==> src/rtl/alu_pkg.sv <==
// alu_pkg: shared definitions for the ALU issue stage.
// Holds the opcode encodings, the default operand width, the command payload
// layout and the result-slot state encoding.
package alu_pkg;

    localparam int unsigned W     = 4;
    localparam int unsigned OPC_W = 2;

    localparam logic [OPC_W-1:0] OP_ADD   = 2'd0;
    localparam logic [OPC_W-1:0] OP_SUB   = 2'd1;
    localparam logic [OPC_W-1:0] OP_PASSA = 2'd2;
    localparam logic [OPC_W-1:0] OP_PASSB = 2'd3;

    // One ALU command as buffered in the FIFO
    typedef struct packed {
        logic [W-1:0]     a;
        logic [W-1:0]     b;
        logic [OPC_W-1:0] opcode;
    } cmd_t;

    // Occupancy of the single-entry result register
    typedef enum logic {
        SLOT_EMPTY = 1'b0,
        SLOT_FULL  = 1'b1
    } slot_state_t;

endpackage

==> src/rtl/cmd_fifo.sv <==
// cmd_fifo: small synchronous FIFO holding ALU commands.
// Ports:
//   clock, reset     rising-edge clock, asynchronous active-high reset
//   push, push_data  write one entry (ignored when full)
//   pop              drop the head entry (ignored when empty)
//   head             current head entry (undefined when count == 0)
//   count            occupancy, 0..DEPTH
// Pointers and count are reset; the storage array is not.
module cmd_fifo #(
    parameter int unsigned DEPTH  = 4,
    parameter int unsigned DATA_W = 10
) (
    input  logic                     clock,
    input  logic                     reset,
    input  logic                     push,
    input  logic [DATA_W-1:0]        push_data,
    input  logic                     pop,
    output logic [DATA_W-1:0]        head,
    output logic [$clog2(DEPTH):0]   count
);

    localparam int unsigned PTR_W = $clog2(DEPTH);
    localparam int unsigned CNT_W = PTR_W + 1;

    logic [DATA_W-1:0] mem [DEPTH];
    logic [PTR_W-1:0]  wr_ptr;
    logic [PTR_W-1:0]  rd_ptr;
    logic              push_ok_c;
    logic              pop_ok_c;

    // Local guards keep the pointers consistent even if a caller misbehaves
    assign push_ok_c = push && (count != CNT_W'(DEPTH));
    assign pop_ok_c  = pop && (count != CNT_W'(0));

    // Pointers wrap naturally at DEPTH; count disambiguates full from empty
    always_ff @(posedge clock or posedge reset) begin
        if (reset) begin
            wr_ptr <= '0;
            rd_ptr <= '0;
            count  <= '0;
        end else begin
            if (push_ok_c) wr_ptr <= wr_ptr + PTR_W'(1);
            if (pop_ok_c)  rd_ptr <= rd_ptr + PTR_W'(1);
            case ({push_ok_c, pop_ok_c})
                2'b10:   count <= count + CNT_W'(1);
                2'b01:   count <= count - CNT_W'(1);
                default: count <= count;
            endcase
        end
    end

    // Storage array
    always_ff @(posedge clock) begin
        if (push_ok_c) mem[wr_ptr] <= push_data;
    end

    assign head = mem[rd_ptr];

endmodule

==> src/rtl/alu_op_sequencer.sv <==
// alu_op_sequencer: issue stage in front of a purely combinational ALU.
// Buffers commands in cmd_fifo, presents the head command to the ALU and
// captures the ALU result into a single registered output slot.
// Ports:
//   clock, reset                 rising-edge clock, async active-high reset
//   io_in_valid/ready/bits_*     command producer handshake (a, b, opcode)
//   io_alu_a/b/opcode            head command to the ALU (0 when FIFO empty)
//   io_alu_out                   ALU result, same cycle
//   io_out_valid/ready/bits      result consumer handshake
//   io_out_opcode                opcode that produced io_out_bits
//   io_count                     FIFO occupancy
module alu_op_sequencer #(
    parameter int unsigned DEPTH = 4,
    parameter int unsigned W     = 4
) (
    input  logic                    clock,
    input  logic                    reset,
    input  logic                    io_in_valid,
    output logic                    io_in_ready,
    input  logic [W-1:0]            io_in_bits_a,
    input  logic [W-1:0]            io_in_bits_b,
    input  logic [1:0]              io_in_bits_opcode,
    output logic [W-1:0]            io_alu_a,
    output logic [W-1:0]            io_alu_b,
    output logic [1:0]              io_alu_opcode,
    input  logic [W-1:0]            io_alu_out,
    output logic                    io_out_valid,
    input  logic                    io_out_ready,
    output logic [W-1:0]            io_out_bits,
    output logic [1:0]              io_out_opcode,
    output logic [$clog2(DEPTH):0]  io_count
);

    import alu_pkg::*;

    localparam int unsigned CNT_W   = $clog2(DEPTH) + 1;
    localparam int unsigned ENTRY_W = 2 * W + OPC_W;

    logic [ENTRY_W-1:0] push_data_c;
    logic [ENTRY_W-1:0] head;
    logic [ENTRY_W-1:0] head_gated_c;
    logic [CNT_W-1:0]   count;
    logic               nonempty_c;
    logic               push_c;
    logic               issue_c;
    slot_state_t        state_q;
    slot_state_t        state_d;

    // Handshake qualifiers; ready and valid come only from registered state
    assign nonempty_c   = (count != CNT_W'(0));
    assign io_in_ready  = (count < CNT_W'(DEPTH));
    assign push_c       = io_in_valid && io_in_ready;
    assign io_out_valid = (state_q == SLOT_FULL);
    assign issue_c      = nonempty_c && (!io_out_valid || io_out_ready);
    assign io_count     = count;

    assign push_data_c = {io_in_bits_a, io_in_bits_b, io_in_bits_opcode};

    cmd_fifo #(
        .DEPTH  (DEPTH),
        .DATA_W (ENTRY_W)
    ) u_cmd_fifo (
        .clock     (clock),
        .reset     (reset),
        .push      (push_c),
        .push_data (push_data_c),
        .pop       (issue_c),
        .head      (head),
        .count     (count)
    );

    // Unwritten storage must never reach the ALU, so an empty FIFO drives zeros
    assign head_gated_c  = nonempty_c ? head : '0;
    assign io_alu_a      = head_gated_c[2*W+OPC_W-1 : W+OPC_W];
    assign io_alu_b      = head_gated_c[W+OPC_W-1 : OPC_W];
    assign io_alu_opcode = head_gated_c[OPC_W-1:0];

    // Result-slot state register
    always_ff @(posedge clock or posedge reset) begin
        if (reset) state_q <= SLOT_EMPTY;
        else       state_q <= state_d;
    end

    // Result-slot next state: issue fills it, a drain without issue empties it
    always_comb begin
        state_d = state_q;
        case (state_q)
            SLOT_EMPTY: if (issue_c) state_d = SLOT_FULL;
            SLOT_FULL:  if (io_out_ready && !issue_c) state_d = SLOT_EMPTY;
            default:    state_d = SLOT_EMPTY;
        endcase
    end

    // Result payload; holds its value across drains and stalls
    always_ff @(posedge clock or posedge reset) begin
        if (reset) begin
            io_out_bits   <= '0;
            io_out_opcode <= '0;
        end else if (issue_c) begin
            io_out_bits   <= io_alu_out;
            io_out_opcode <= io_alu_opcode;
        end
    end

endmodule

==> config.mk <==
export PLATFORM = sky130hd
export DESIGN_NAME = alu_op_sequencer
export DESIGN_NICKNAME = d
export VERILOG_FILES = /design/src/rtl/alu_pkg.sv /design/src/rtl/cmd_fifo.sv /design/src/rtl/alu_op_sequencer.sv
export SDC_FILE = /design/constraint.sdc
export NUM_CORES = 1
export LEC_CHECK = 0
export BUFFER_PORTS_ARGS = -buffer_cell sky130_fd_sc_hd__buf_2
export CAP_MARGIN = 10
export CORE_MARGIN = 4
export CORE_UTILIZATION = 59
export CTS_BUF_LIST = sky130_fd_sc_hd__clkbuf_16
export DETAILED_ROUTE_END_ITERATION = 16
export GPL_ROUTABILITY_DRIVEN = 1
export PLACE_DENSITY = 0.87
export SLEW_MARGIN = 20
export SYNTH_ARGS = -nofsm -noshare
export SYNTH_HDL_FRONTEND = slang
export SYNTH_SLANG_ARGS = --single-unit
==> constraint.sdc <==
create_clock -name clock -period 2.87 [get_ports clock]
set_input_delay 0.1435 -clock clock [delete_from_list [all_inputs] [get_ports clock]]
set_output_delay 0.1435 -clock clock [all_outputs]
set_load 0.005 [all_outputs]
==> run summary <==
status: complete, no violations
Place WS: 0.828 ns
period utilization: 0.722
largest area contributor in the netlist: edfxtp_1
Root Buffer: clkbuf_16
gr usage total: 0.183
Setup crit end kind: output port
arrival time at the worst endpoint: 1.93 ns
Startpoint Class: register
core area: 0.00366 sq mm
CP delay by family, top: flip-flops
Worst Setup Slack, final: 0.797 ns
Cell Chain, Critical Path: mux4_2 -> nor2b_1 -> buf_2
Power Total: 2.73 mW
Hold Startpoint: io_in_bits_b[0]
Max Cap Violations: 0
Setup CP Type: reg2out
gpl congestion: 0.679
clock latency on the worst-skew pair: 0.29 ns
Initial Util: 0.611
post-synthesis cell type count: 22
post-route ant nets: 0
Detailed Place HPWL: 2.64 mm
FF-to-FF Start: u_cmd_fifo.count[0]
DRC: 0
CP peak stage delay: 0.76 ns
Total Wirelength: 3.88 mm
most common cell in the netlist: edfxtp_1
Worst Max-Slew Pin Slew: 0.645 ns
Layout Skew: 0.00431 ns
Inserted Diodes: 0
RSZ-0062 raised after global routing: false
total gr overflow: 0
routed length per placed instance: 18.4 um
WP buf/inv: 1
Crit path depth: 3
r2r endpoint: u_cmd_fifo.count[2]
CP max stage cell: dfrtp_1
nets@finish: 186
Critical Path RT: 2.73 ns
setup TNS: 0 ns
Max Clk Rate: 0.482 GHz
Die X-Extent: 69.6 um
syn_area_per_cell: 18.8 sq um
vias in the first global route: 1265
post-synthesis register bit count: 54
Tmin final: 2.07 ns
Clock Sinks: 54
asr flop ratio synth: 0.259
Post-synth top flop: edfxtp_1
max_slew headroom: 0.570
die height: 69.6 um
htree depth: 2
Post-synth EDFFs: 40
CTS tree: done
Iteration-0 DRC Markers: 68
leading post-synthesis cells by cell area: edfxtp_1, dfrtp_1, mux4_2, mux2_4, ha_1
P_leak: 1.06 nW
first-pass GRT wire length: 6.60 mm
Reg2Reg Depth: 9
num ports: 39
endpoints failing setup: 0
largest net degree at the start of global routing: 17
Num CTS Buffers: 5
Hold Fails Final Rpt: 0
initial antenna violation count: 0
# fillers: 235
top cell type's share of synthesized area: 0.537
IO Port Bufs: 38
VDD IR max: 635 uV
WHS Path Cells: 1
Seq/Total Area, Yosys: 0.694
total iterations of the first detailed-routing run: 4
Critical Path Fanout Max: 12
Hold EP: u_cmd_fifo.mem[1][2]
hold crit path type: in2reg
commonest cells in the synthesized netlist: edfxtp_1, dfrtp_1, mux4_2, nor2b_1, inv_1
Rows: 22
P per Cell Area: 1030 mW/mm^2
Max Slew Vio Count: 0
CTS Buffer Depth: 2
Layout area overhead: 18.1%
cell area after synthesis: 0.00224 sq mm
DIE AREA: 0.00484 sq mm
Post-Synthesis Cells: 119
syn_nets: 143
Avg Vias per Cell: 5.27
layout cell share with drive strength beyond 1: 0.411
number of warnings issued by yosys: 0
R2R setup slack: 0.83 ns
clock transition at the registers of the reported paths: 0.07 ns
Post-CTS Repair Setup Buffers: 0
DR vias: 1113
-- worst max-delay path by stage --
stage | startpoint | end | slack, ns
floorplan | io_out_valid | u_cmd_fifo.count[2] | 1.07
global placement | u_cmd_fifo.count[0] | u_cmd_fifo.count[2] | 1.00
detailed placement | u_cmd_fifo.count[0] | u_cmd_fifo.count[2] | 0.83
CTS | u_cmd_fifo.rd_ptr[0] | io_alu_opcode[1] | 0.74
global route | u_cmd_fifo.count[0] | u_cmd_fifo.count[2] | 0.63
finish | u_cmd_fifo.rd_ptr[0] | io_alu_opcode[1] | 0.80
-- cell usage in the layout (no fill, tap or decap), drive strengths merged --
master,Yosys,routed
buf,4,40
and2,4,4
nor3,1,1
ha,5,5
dlygate4sd3,0,1
inv,8,9
nor2,1,1
dfrtp,14,14
xor2,3,3
fa,1,1
nor2b,12,12
mux2,6,6
and3b,1,1
nand2b,1,1
edfxtp,40,40
nand2,2,2
mux2i,1,1
o21ai,1,1
mux4,10,10
clkbuf,1,5
bufinv,0,1
xnor2,3,3
clkinvlp,0,1
-- cells by family (layout without fill, tap and decap cells) --
| kind of cell | Yosys count | count (layout) | synth area share |
|---|---|---|---|
| xor gates and xnor gates | 6 | 6 | 0.0235 |
| buffers and inverters | 13 | 57 | 0.0297 |
| muxes | 17 | 17 | 0.145 |
| DFF | 54 | 54 | 0.694 |
| AOI/OAI and AO/OA | 1 | 1 | 0.00224 |
| and+or+nand+nor | 22 | 22 | 0.0683 |
| adders and majority gates | 6 | 6 | 0.0369 |
-- repair_timing --
| action | 4_1_cts | 5_1_grt |
|---|---|---|
| endpoints found under the setup margin | 0 | 0 |
| hold endpoints to repair | 14 | 0 |
| resized for setup | 0 | 0 |
| hold buffers | 1 | 0 |
-- flip-flops by register name, indices dropped and copies added (netlist names) --
name	cells
u_cmd_fifo.mem	40
io_out_opcode	2
u_cmd_fifo.count	3
u_cmd_fifo.rd_ptr	2
io_out_bits	4
u_cmd_fifo.wr_ptr	2
io_out_valid	1
-- cell type report --
cell class	instances	area [sq um]	area share
Tap cell	48	60.1	0.0227
Sequential cell	54	1550	0.587
Multi-Input combinational cell	52	618	0.234
Clock inverter	3	41.3	0.0156
Clock buffer	5	125	0.0474
Timing Repair Buffer	41	215	0.0815
Inverter	8	30.0	0.0114
-- stage by stage --
stage                     area [sq um]  hold WS (ns)   util  cells
after floorplan                   2240        0.0327      -    119
after global placement            2460         0.193  0.673    202
after detailed placement          2460         0.206  0.673    202
after CTS                         2640        0.0611  0.721    211
after global routing              2640        0.0629  0.721    211
final                             2640        0.0666  0.721    211
-- power breakdown --
| part | switching (mW) | internal [mW] | total (mW) |
|---|---|---|---|
| sequential | 0.151 | 1.02 | 1.17 |
| clock | 0.257 | 0.408 | 0.665 |
| combinational | 0.383 | 0.508 | 0.891 |
-- per-layer routing --
layer	GRT usage	vias up	share of wire
li1	-	516	-
met1	0.207	569	0.38
met2	0.326	22	0.56
met3	0.0652	6	0.044
met4	0.0521	0	0.014
met5	0	-	0
(Power assumes the default switching activity.)
